### src/rtl/periph_hub_pkg.sv
// Shared address-map constants and register offsets for periph_hub.
// Region decode lives in addr[11:8]; only page 0 (addr[31:12]==0) is mapped.
package periph_hub_pkg;

    localparam int ADDR_W     = 32;
    localparam int PAGE_LSB   = 12;
    localparam int REGION_LSB = 8;
    localparam int REGION_W   = 4;
    localparam int OFF_LSB    = 2;
    localparam int OFF_W      = 2;
    localparam int MAX_NSLOT  = 8;
    localparam int MAX_NIRQ   = 16;

    localparam logic [REGION_W-1:0] REGION_SELF = 4'hF;

    typedef enum logic [OFF_W-1:0] {
        OFF_STATUS  = 2'd0,
        OFF_MASK    = 2'd1,
        OFF_RAW     = 2'd2,
        OFF_ERRADDR = 2'd3
    } reg_off_e;

endpackage

### src/rtl/hub_intc.sv
// Interrupt controller: edge-detected sticky STATUS with W1C, MASK, and a
// registered masked output.
module hub_intc
    import periph_hub_pkg::*;
#(
    parameter int NIRQ = 4
) (
    input  logic            clk_i,
    input  logic            rst_i,
    input  logic [NIRQ-1:0] irq_i,
    input  logic            status_wr_i,
    input  logic            mask_wr_i,
    input  logic [NIRQ-1:0] wd_i,
    output logic [NIRQ-1:0] status_o,
    output logic [NIRQ-1:0] mask_o,
    output logic [NIRQ-1:0] ex_int_o
);

    logic [NIRQ-1:0] irq_q;
    logic [NIRQ-1:0] blk_q, blk_d;
    logic [NIRQ-1:0] status_q, status_d;
    logic [NIRQ-1:0] mask_q, mask_d;
    logic [NIRQ-1:0] ex_int_q;
    logic [NIRQ-1:0] rise;

    // blk_q holds off lines that were already high during reset until they drop,
    // so a level carried through reset never counts as a fresh edge.
    always_comb begin
        rise     = irq_i & ~irq_q & ~blk_q;
        blk_d    = blk_q & irq_i;
        status_d = (status_q & ~(status_wr_i ? wd_i : '0)) | rise;
        mask_d   = mask_wr_i ? wd_i : mask_q;
    end

    always_ff @(posedge clk_i) begin
        if (rst_i) begin
            irq_q    <= '0;
            blk_q    <= irq_i;
            status_q <= '0;
            mask_q   <= '0;
            ex_int_q <= '0;
        end else begin
            irq_q    <= irq_i;
            blk_q    <= blk_d;
            status_q <= status_d;
            mask_q   <= mask_d;
            ex_int_q <= status_q & mask_q;
        end
    end

    assign status_o = status_q;
    assign mask_o   = mask_q;
    assign ex_int_o = ex_int_q;

endmodule

### src/rtl/periph_hub.sv
// Peripheral hub: address decode to NSLOT slaves, combinational read mux, and
// interrupt/error registers in region 0xF. Error capture built with PERIPH_HUB_ERRCAP_EN.
module periph_hub
    import periph_hub_pkg::*;
#(
    parameter int NSLOT = 4,
    parameter int NIRQ  = 4,
    parameter int DW    = 32
) (
    input  logic                Clk,
    input  logic                Rst,
    input  logic                we,
    input  logic [31:0]         addr_dm,
    input  logic [DW-1:0]       wd_dm,
    output logic [DW-1:0]       rd_dm,
    output logic [NSLOT-1:0]    slot_we,
    output logic [31:0]         slot_a,
    output logic [DW-1:0]       slot_wd,
    input  logic [NSLOT*DW-1:0] slot_rd,
    input  logic [NIRQ-1:0]     irq_in,
    output logic [NIRQ-1:0]     ex_int,
    output logic                err
);

    if (DW != 32) begin : g_dw_chk
        $error("periph_hub: DW must be 32");
    end
    if (NSLOT < 1 || NSLOT > MAX_NSLOT) begin : g_nslot_chk
        $error("periph_hub: NSLOT out of range");
    end
    if (NIRQ < 1 || NIRQ > MAX_NIRQ) begin : g_nirq_chk
        $error("periph_hub: NIRQ out of range");
    end

    logic [REGION_W-1:0] region;
    reg_off_e            off;
    logic                page0;
    logic                self_hit;
    logic [NSLOT-1:0]    slot_sel;
    logic [NIRQ-1:0]     status, mask;
    logic [31:0]         erraddr;

    assign region   = addr_dm[REGION_LSB +: REGION_W];
    assign off      = reg_off_e'(addr_dm[OFF_LSB +: OFF_W]);
    assign page0    = (addr_dm[ADDR_W-1:PAGE_LSB] == '0);
    assign self_hit = page0 && (region == REGION_SELF);

    always_comb begin
        slot_sel = '0;
        for (int i = 0; i < NSLOT; i++) begin
            slot_sel[i] = page0 && (region == REGION_W'(i));
        end
    end

    assign slot_we = we ? slot_sel : '0;
    assign slot_a  = addr_dm;
    assign slot_wd = wd_dm;

    hub_intc #(
        .NIRQ(NIRQ)
    ) u_intc (
        .clk_i       (Clk),
        .rst_i       (Rst),
        .irq_i       (irq_in),
        .status_wr_i (we && self_hit && off == OFF_STATUS),
        .mask_wr_i   (we && self_hit && off == OFF_MASK),
        .wd_i        (wd_dm[NIRQ-1:0]),
        .status_o    (status),
        .mask_o      (mask),
        .ex_int_o    (ex_int)
    );

    always_comb begin
        rd_dm = '0;
        for (int i = 0; i < NSLOT; i++) begin
            if (slot_sel[i]) rd_dm = slot_rd[i*DW +: DW];
        end
        if (self_hit) begin
            case (off)
                OFF_STATUS:  rd_dm[NIRQ-1:0] = status;
                OFF_MASK:    rd_dm[NIRQ-1:0] = mask;
                OFF_RAW:     rd_dm[NIRQ-1:0] = irq_in;
                OFF_ERRADDR: rd_dm = DW'(erraddr);
                default:     rd_dm = '0;
            endcase
        end
    end

`ifdef PERIPH_HUB_ERRCAP_EN
    logic        err_q, err_d;
    logic [31:0] erraddr_q, erraddr_d;
    logic        unmapped;

    // First unmapped access wins; only a write to ERRADDR re-arms capture.
    always_comb begin
        unmapped  = ~(|slot_sel) & ~self_hit;
        err_d     = err_q;
        erraddr_d = erraddr_q;
        if (we && self_hit && off == OFF_ERRADDR) begin
            err_d = 1'b0;
        end else if (unmapped && !err_q) begin
            err_d     = 1'b1;
            erraddr_d = addr_dm;
        end
    end

    always_ff @(posedge Clk) begin
        if (Rst) begin
            err_q     <= 1'b0;
            erraddr_q <= '0;
        end else begin
            err_q     <= err_d;
            erraddr_q <= erraddr_d;
        end
    end

    assign err     = err_q;
    assign erraddr = erraddr_q;
`else
    assign err     = 1'b0;
    assign erraddr = '0;
`endif

endmodule

### config.mk
export PLATFORM = sky130hd
export DESIGN_NAME = periph_hub
export DESIGN_NICKNAME = d
export VERILOG_FILES = /design/src/rtl/periph_hub_pkg.sv /design/src/rtl/hub_intc.sv /design/src/rtl/periph_hub.sv
export SDC_FILE = /design/constraint.sdc
export NUM_CORES = 1
export LEC_CHECK = 0
export CORE_AREA = 5 5 115 117
export CTS_CLUSTER_SIZE = 16
export DETAILED_ROUTE_END_ITERATION = 8
export DIE_AREA = 0 0 120 122
export PLACE_DENSITY = 0.74
export SYNTH_ARGS = -nofsm -noshare
export SYNTH_HDL_FRONTEND = slang
export SYNTH_SLANG_ARGS = --single-unit
### constraint.sdc
create_clock -name Clk -period 3.5 [get_ports Clk]
set_input_delay 0.35 -clock Clk [delete_from_list [all_inputs] [get_ports Clk]]
set_output_delay 0.35 -clock Clk [all_outputs]
set_load 0.005 [all_outputs]
# Yosys cells after proc, flatten, opt, wreduce, memory -nomap -nowiden

Index checks and enable logic that the tools add are counted.

Bits in registers: 20
Word-level logic and storage cells: 42
Input port bits: 199

Bitwise logic cells: 9
Equal/unequal tests: 7
Reductions and logical operators: 11
Mux-type cells: 10

Operators with widths:

| kind                                                 | number |
|---|---|
| two-way mux 32 bit                                   | 5 |
| two-way mux 28 bit                                   | 1 |
| AND 4 bit                                            | 5 |
| logical NOT 20 bit                                   | 1 |
| one-hot mux 4 bit (4 select lines)                   | 1 |
| two-way mux 4 bit                                    | 3 |
| inverter 4 bit                                       | 3 |
| equality test 4 x 2 -> 1 bit (second input constant) | 2 |
| logical AND 1 bit                                    | 8 |
| equality test 2 bit (second input constant)          | 2 |
| equality test 4 x 1 -> 1 bit (second input constant) | 1 |
| equality test 4 bit (second input constant)          | 1 |
| logical NOT 4 bit                                    | 1 |
| bitwise OR 4 bit                                     | 1 |
| equality test 2 x 1 -> 1 bit (second input constant) | 1 |
| logical NOT 2 bit                                    | 1 |

# Depth between registers and ports, before layout

Word-level depth: 8
Mapped depth: 6
Depth with buffers taken out: 4

# Modules after synthesis

From an unflattened synthesis, not the netlist that was laid out.

Cells, all modules: 236
Area, all modules: 2353.5 um^2

By module, submodules not included:

| module     | cells each | area each (um^2) | sequential area each (um^2) | instances |
|---|---|---|---|---|
| periph_hub | 181        | 1720.4           | 0.0                         | 1 |
| hub_intc   | 55         | 633.1            | 400.4                       | 1 |

# Worst setup path after synthesis

Ideal clock, no wire load.

Path type: in2out
Start: in addr_dm[8]
End: out rd_dm[10]
Cell stages on the path: 4
Arrival time: 1.506 ns
Slack: 1.644 ns
Cells stage by stage: buf_4 buf_2 mux4_2 and2_1

Word-level cells in the longest chain between the ends: 8
Elaborated cells between the ends (all ways): 16

RTL lines:

| item                            | line             | RTL |
|---|---|---|
| start: declaration              | periph_hub.sv:13 | `input logic [31:0] addr_dm,` |
| logical NOT 4 bit               | periph_hub.sv:51 | `slot_sel[i] = page0 && (region == REGION_W'(i));` |
| logical AND 1 bit               | periph_hub.sv:51 |  |
| two-way mux 32 bit (4 in a row) | periph_hub.sv:76 | `if (slot_sel[i]) rd_dm = slot_rd[i*DW +: DW];` |
| two-way mux 28 bit              | periph_hub.sv:79 | `case (off)` |
| two-way mux 32 bit *            | periph_hub.sv:78 | `if (self_hit) begin` |
| end: declaration                | periph_hub.sv:15 | `output logic [DW-1:0] rd_dm,` |

Every way passes the cells marked *; elsewhere a longest branch is shown, timed or not.

# Worst setup path after layout

Start: in addr_dm[18]
End: out slot_we[1]

Word-level cells in the longest chain between the ends: 3

RTL lines:

| item               | line             | RTL |
|---|---|---|
| logical NOT 20 bit | periph_hub.sv:45 | `assign page0 = (addr_dm[ADDR_W-1:PAGE_LSB] == '0);` |
| logical AND 1 bit  | periph_hub.sv:51 |  |
| two-way mux 4 bit  | periph_hub.sv:55 | `assign slot_we = we ? slot_sel : '0;` |
| end: declaration   | periph_hub.sv:16 | `output logic [NSLOT-1:0] slot_we,` |

Every way passes these cells.

==> impl_metrics.ini <==
[timing]
finalSetupViolations = 0
period_share_pct = 84.26
fmax_mhz = 339.1
hold_viol_final = 0
rsz0062_at_grt = false
slew_headroom_pct = 51.97
period_minus_slack_ns = 2.949
worstMarginPinSlew_ns = 0.7183
setup_tns_ns = 0
maxSlewViolCount = 0
fin_skew_ns = 0.001580

[final_layout]
regArea_um2 = 400.4
multi_input_area_um2 = 1429
fin_cells = 558
area_growth_pct = 86.43
fill_cells = 1241
drive_gt1_share_pct = 11.76
fin_nets = 608
final_util_pct = 36.74
diodes = 0

[pwr]
power_density_nw_per_um2 = 202.9
peakVddDrop_mv = 0.1368
p_leak_nw = 1.572
power.total_mw = 0.9138

[floorplan]
io-pin-count = 304
die-area_um2 = 14640
coreArea_um2 = 12260
start_util_pct = 19.71
row_count = 41
die_x_um = 120
die_h_um = 122

[worst_hold_path]
min_path_cells = 2
worstHoldPathType = reg -> reg
worstHoldStart = u_intc.status_o[0]
hold_path_end = u_intc.ex_int_o[0]

[cts]
ctsLongestPathBuffers = 2
cts_setup_buffers = 0
clk_pin_slew_ns = 0.06
h-tree-depth = 1
cts_root_buf = clkbuf_16
cts.repair.resized = 0
numCtsBuffers = 3
clock-sinks = 20
insertion_delay_ns = 0.25
cts_hold_buf = 0
cts_tree = yes

[worst_setup_path]
cp.arrival_ns = 2.60
cpMaxStageDelayCell = clkdlybuf4s50_1
worst-path-max-fanout = 33
critPathLaunchType = input port
path_cells = clkdlybuf4s50_1 > nor4_2 > and4_1 > and3_4 > and4_1 > clkdlybuf4s50_1
reg2reg_from = u_intc.irq_q[0]
max_stage_delay_ns = 0.50
r2r_cells = 3
rrSetupSlack_ns = 2.59
path_class = in -> out
r2r_end = u_intc.status_o[0]
required_ns = 3.15
end_kind = output pin

[synthesis]
synth_cell_type_count = 28
synth_top_cell_by_area = mux4_2
synth_nets = 445
yosysWarnings = 0
synthTopCellsByArea = mux4_2 30%, buf_4 21%, dfxtp_1 17%, and2_1 7.3%, nor4_2 2.6%
yosysMostFrequentCell = buf_4
synth_edf_count = 0
synth-main-ff-cell = dfxtp_1
syn_area_per_cell_um2 = 9.821
yosys_register_bits = 20
synth_top_area_share_pct = 29.83
synth_area_um2 = 2416
synthArstFlopShare_pct = 0
yosysSeqAreaShare_pct = 16.57
ys_top_cells_by_count = 67 x buf_4, 32 x mux4_2, 28 x and2_1, 20 x dfxtp_1, 13 x nor2_1
syn_inst = 246

[global_routing]
grt_antenna_before_repair = 0
groute.usage.overall_pct = 13.79
grt_start_max_net_pins = 34
grt_pass1_wl_um = 15750
gr-total-overflow = 0
grt_pass1_vias = 2869

[routing]
wl_met2_um = 5635
drc_errors = 0
drt-total-wl_um = 10610
top_layer = met4
via_count = 2584
drtPass1Iterations = 4
dr_wl_met3_um = 1050
wl_per_cell_um = 19.02
drtIter0Drc = 174
met1Wirelength_um = 3742
vias_per_cell = 4.631
ant_nets = 0

[outcome]
status = finished, final reports clean

[placement]
dp_cells = 554
dp_hpwl_um = 9151
gp_congestion = 0.7790
numPortBuffers = 234

[flow_run]
drv_cap = 0
==> metal layers <==
metal,GRT usage [%],up-vias
met5,0,-
met4,3.293,0
met3,4.782,21
met2,25.82,151
met1,14.87,1244
li1,-,1168
==> worst max-delay path, delay by kind of cell <==
kind | cells | cell delay (ns)
buf+inv | 2 | 0.96
simple gates | 4 | 1.29
==> power by group <==
group,leakage (nW),switching [mW],internal [mW]
clock network,0.0511,0.0838,0.227
logic,1.36,0.101,0.261
registers,0.164,0.00466,0.237
total,1.57,0.189,0.725
==> final cells by class <==
| cell class | count | share of cell area (%) |
|---|---|---|
| multi-input combinational | 144 | 31.72 |
| sequential | 20 | 8.889 |
| tap | 150 | 4.167 |
| timing repair buffer | 238 | 52.72 |
| clock buffer | 3 | 1.667 |
| clock inverter | 1 | 0.6667 |
| inverter | 2 | 0.1667 |
==> per-stage QoR <==
stage          cell area, um^2  setup WS [ns]  hold slack (ns)
2_1_floorplan             2416          1.644           0.4189
3_3_place_gp              4399         0.5756           0.4349
3_5_place_dp              4399         0.5119           0.4409
4_1_cts                   4504         0.5085           0.4471
5_1_grt                   4504         0.3357           0.4813
6_report                  4504         0.5507           0.4493
==> cell families (layout without fill, tap and decap cells) <==
family                 Yosys count  count (layout)  synth area share (%)
flip-flops                      20              20                 16.57
multiplexers                    36              36                 31.49
AND/OR/NAND/NOR                 79              79                 20.04
buffers and inverters           82             244                 24.29
AO/OA/AOI/OAI                   28              28                 7.457
other                            1               1                0.1552
==> state kept, by name, indices dropped and copies added (netlist names) <==
| register | flops |
|---|---|
| u_intc.blk_q | 4 |
| u_intc.ex_int_o | 4 |
| u_intc.irq_q | 4 |
| u_intc.mask_o | 4 |
| u_intc.status_o | 4 |
==> worst max-delay path by stage <==
stage / startpoint / endpoint / slack (ns) / cells after the start
detailed placement: addr_dm[18] / slot_we[1] / 0.51 / 6
global placement: addr_dm[18] / slot_we[1] / 0.58 / 6
finish: addr_dm[18] / slot_we[1] / 0.55 / 6
floorplan: addr_dm[8] / rd_dm[10] / 1.64 / 4
CTS: addr_dm[18] / slot_we[1] / 0.51 / 6
global route: addr_dm[18] / slot_we[1] / 0.34 / 6
==> placed cells by master, fill, tap and decap left out <==
cell type | netlist | routed
buf_2 | 4 | 2
and2_1 | 28 | 28
inv_1 | 2 | 2
nand4b_1 | 1 | 1
nor2_1 | 13 | 13
mux2i_1 | 4 | 4
mux4_2 | 32 | 32
clkbuf_16 | 0 | 3
clkdlybuf4s50_1 | 0 | 232
o21a_1 | 4 | 4
nand2_1 | 8 | 8
and3_4 | 1 | 1
dfxtp_1 | 20 | 20
nand4_1 | 3 | 3
o2bb2ai_1 | 4 | 4
nand3_1 | 6 | 6
buf_4 | 67 | 3
o21ai_0 | 4 | 4
nor4_1 | 2 | 2
bufinv_16 | 0 | 1
nor2b_1 | 6 | 6
nor3_1 | 1 | 1
conb_1 | 1 | 1
a21oi_1 | 12 | 12
buf_12 | 0 | 1
nor4_2 | 5 | 5
and4_1 | 4 | 4
a311oi_1 | 4 | 4
and3b_1 | 1 | 1
(Power assumes the default switching activity.)
==> RTL edit 1: new RTL, same settings <==
Put a register stage on the outputs `slot_we`, `slot_a` and `slot_wd`, without a reset. The values now appear one clock later. The other outputs are not delayed to match.
--- a/src/rtl/periph_hub.sv
+++ b/src/rtl/periph_hub.sv
@@ -53,7 +53,9 @@
     end
 
-    assign slot_we = we ? slot_sel : '0;
-    assign slot_a  = addr_dm;
-    assign slot_wd = wd_dm;
+    always_ff @(posedge Clk) begin
+        slot_we <= we ? slot_sel : '0;
+        slot_a  <= addr_dm;
+        slot_wd <= wd_dm;
+    end
 
     hub_intc #(
Check against the original RTL: not equivalent (Yosys sat finds a counterexample within 4 cycles, from zero or initial values and one cycle with Rst high).
==> RTL edit 1 against the unedited design <==
Sequential cell count increased by 68; setup slack got worse by 0.15 ns; wire length increased by 26%; first-iteration DRC count decreased by 43%; non-clock buffer count increased by 68; count of clock-buffer cells in the layout increased by 7; maximum frequency decreased by 5.0%; synthesized area increased by 38%; design area increased by 51%; power increased to 2.7 times the old value; clock skew increased by 0.0056 ns; combinational power increased by 25%.
==> RTL edit 1: results (changes against the unedited design) <==
Placer Congestion = 0.8259 (+6.0%)
largest net degree at the start of global routing = 39 (+15%)
cts bufs inserted = 9 (+6)
met2 wire len = 6800 um (+21%)
post-route clock skew = 0.007218 ns (+0.005638 ns)
M3 GR Usage = 7.474% (+2.7 points)
CP endpoint = rd_dm[3]
Synth Area in Compound Gates = 5.111% (-2.3 points)
Seq pwr share = 42.5% (+16 points)
initial antenna violation count = 2 (+2)
Sw Share = 21.37% (+0.67 points)
slowest cell delay on critical path = 0.54 ns (+0.04 ns)
status = completed
pre-CTS setup slack = 0.3752 ns (-0.1367 ns)
HP Start = addr_dm[9]
highest net fanout along the worst path = 34 (+3.0%)
Syn Nets = 452 (+1.6%)
first-pass GRT wire length = 19,530 um (+24%)
vias in the first global route = 3,544 (+24%)
Setup crit start = addr_dm[20]
hold slack = 0.3873 ns (-0.06197 ns)
hold depth = 1 (-1)
sequential element share of the synthesized area = 52.91% (+36 points)
r2r setup slk = 2.63 ns (+0.04 ns)
layout cells sized above 1 = 11.45% (-0.32 points)
Post-synth top cells = dfxtp_1, nor2b_1, mux4_2
Post-Synthesis Cells = 253 (+2.8%)
Hold EP = slot_a[9]
largest cells by area after synthesis = dfxtp_1, mux4_2, nor2b_1, nor4_2, a21oi_1
Routed WL = 13,370 um (+26%)
total number of vias = 3,251 (+26%)
area post-placement = 6489 um2 (+47%)
met1 WL = 4877 um (+30%)
leakage power = 2.497 nW (+59%)
I/O Buffers = 302 (+29%)
placed insts = 693 (+25%)
top layer in use = met5
DP Wirelength = 11,110 um (+21%)
H-Tree Depth = 3 (+2)
Reg2Reg Capture Point = u_intc.status_o[2]
GR Util met1 = 18.57% (+3.7 points)
Logic power comb = 0.000451 W (+25%)
Hold/Removal Path Class = in2reg
Iter 0 DRT Violations = 99 (-43%)
TNS Setup = 0 ns (unchanged)
Slew @ Worst Pin = 0.7064 ns (-0.01187 ns)
fin worst setup slack = 0.3960 ns (-0.1547 ns)
Pint = 0.001968 W (+170%)
peak supply drop = 0.2038 mV (+49%)
met2 Usage GRT = 31.19% (+5.4 points)
Yosys cell types = 27 (-3.6%)
GRT Overall Usage = 17.52% (+3.7 points)
-- RTL edit 1: cell types whose count changed after synthesis, sizes merged, moves of 4 or more --
cell	delta
and2	-28
o22ai	+4
inv	+4
o2bb2ai	-4
dfxtp	+68
nor2b	+28
buf	-65
-- RTL edit 1: final cells by class --
class	count	area (um2)
inverter	6	22.52
fill	1035	5456
tap	150	187.7
sequential	88	1762
antenna	1	2.502
timing repair buffer	306	3055
clock buffer	10	239.0
multi-input combinational	143	1461
clock inverter	6	73.82
-- RTL edit 1: cell families (layout without fill, tap and decap cells) --
kind of cell	count (synthesis)	count (layout)
AO/OA/AOI/OAI	28	28
flip-flops	88	88
multiplexers	36	36
buffers and inverters	22	328
AND/OR/NAND/NOR	78	78
other	1	2
-- RTL edit 1: worst reg2reg max path, cell delays in order, from the launching register on --
cell and delay [ns]:
dfxtp_1 0.31, nor2_1 0.13, nand2_1 0.08, a311oi_1 0.25
==> RTL edit 2: new RTL, same flow settings <==
Made on the original files. Build with the macro `PERIPH_HUB_ERRCAP_EN` defined.
--- a/src/rtl/periph_hub.sv
+++ b/src/rtl/periph_hub.sv
@@ -1,4 +1,6 @@
 // Peripheral hub: address decode to NSLOT slaves, combinational read mux, and
 // interrupt/error registers in region 0xF. Error capture built with PERIPH_HUB_ERRCAP_EN.
+`define PERIPH_HUB_ERRCAP_EN
+
 module periph_hub
     import periph_hub_pkg::*;
Check against the original RTL: not equivalent (a bounded check fails within 4 cycles, from zero or initial values and one cycle with Rst high).
==> RTL edit 2 against the unedited design <==
Combinational power up 29%; sequential cell count rose by 33; wire length up 34%; setup slack worse by 0.18 ns; design area up 40%; worst hold slack better by 0.0081 ns; cell count grew 27%; synthesized area up 67%; power rose by 78%.
==> RTL edit 2: results (changes against the unedited design) <==
Via density = 5.142 (+11%)
clk sinks = 53 (+170%)
status = completed
Non-clock buffer share = 40.67% (-12 points)
Syn Nets = 582 (+31%)
Worst Path Arrival = 2.78 ns (+0.18 ns)
sw power = 0.0004039 W (+110%)
cts bufs inserted = 5 (+2)
syn_area_per_cell = 10.55 um2 (+7.4%)
Sw Share = 24.89% (+4.2 points)
Max-slew headroom = 22.18% (-30 points)
highest net fanout along the worst path = 17 (-48%)
M3 GR Usage = 5.571% (+0.79 points)
placed insts = 702 (+27%)
fin nets = 758 (+25%)
sequential element share of the synthesized area = 26.26% (+9.7 points)
H-Tree Depth = 2 (+1)
Wirelength per Cell = 20.06 um (+5.5%)
GR Util met1 = 21.08% (+6.2 points)
Yosys cell types = 31 (+11%)
leakage power = 2.315 nW (+47%)
P_seq = 0.000653 W (+170%)
met3 WL post-DR = 1228 um (+17%)
Post-synth top cells = nand2b_1, buf_4, dfxtp_1
inverters = 3 (+1)
clk_lat worst skew = 0.29 ns (+0.04 ns)
multi-input gates = 235 (+63%)
DP Wirelength = 11,320 um (+24%)
met1 WL = 5454 um (+46%)
met2 Usage GRT = 34.98% (+9.2 points)
Clock Power = 0.000502 W (+61%)
vias in the first global route = 3,986 (+39%)
Crit path max-delay family = buffers and inverters
Iter 0 DRT Violations = 125 (-28%)
first-pass GRT wire length = 21,600 um (+37%)
total area of multi-input combinational cells = 2332 um2 (+63%)
# fillers = 1,126 (-9.3%)
clock network area share = 2.323% (-0.010 points)
Seq/total area = 16.84% (+7.9 points)
pre-CTS setup slack = 0.3140 ns (-0.1979 ns)
total number of vias = 3,651 (+41%)
Signal buffers = 261 (+9.7%)
area post-placement = 6155 um2 (+40%)
I/O Buffers = 247 (+5.6%)
largest cells by area after synthesis = dfxtp_1, mux4_2, buf_4, nand2b_1, mux2i_1
post-route clock skew = 0.003937 ns (+0.002357 ns)
met2 wire len = 7403 um (+31%)
layout cells sized above 1 = 12.32% (+0.56 points)
==> RTL edit 2: cell count changes after synthesis, sizes merged, moves of 4 or more <==
cell	before	now
o21ai	4	0
mux4	32	36
o2bb2ai	4	0
and2	28	0
a21oi	12	5
nand2b	0	73
a22o	0	32
mux2i	4	36
clkbuf	5	15
dfxtp	20	53
==> RTL edit 2: worst paths after layout <==
check | from | to | slack, ns | cells past startpoint
worst max-delay path | addr_dm[15] | slot_we[2] | 0.37 | 7
worst min-delay path | u_intc.blk_q[3] | u_intc.blk_q[3] | 0.46 | 1
worst min register to register | u_intc.blk_q[3] | u_intc.blk_q[3] | 0.46 | 1
worst max register to register | err | erraddr[26] | 1.83 | 3
==> RTL edit 2: cell families after synthesis <==
| logic type | share of synthesized area (%) |
|---|---|
| AND/OR/NAND/NOR | 19.17 |
| buffers and inverters | 16.04 |
| multiplexers | 28.99 |
| flip-flops | 26.26 |
| AO/OA/AOI/OAI | 9.539 |
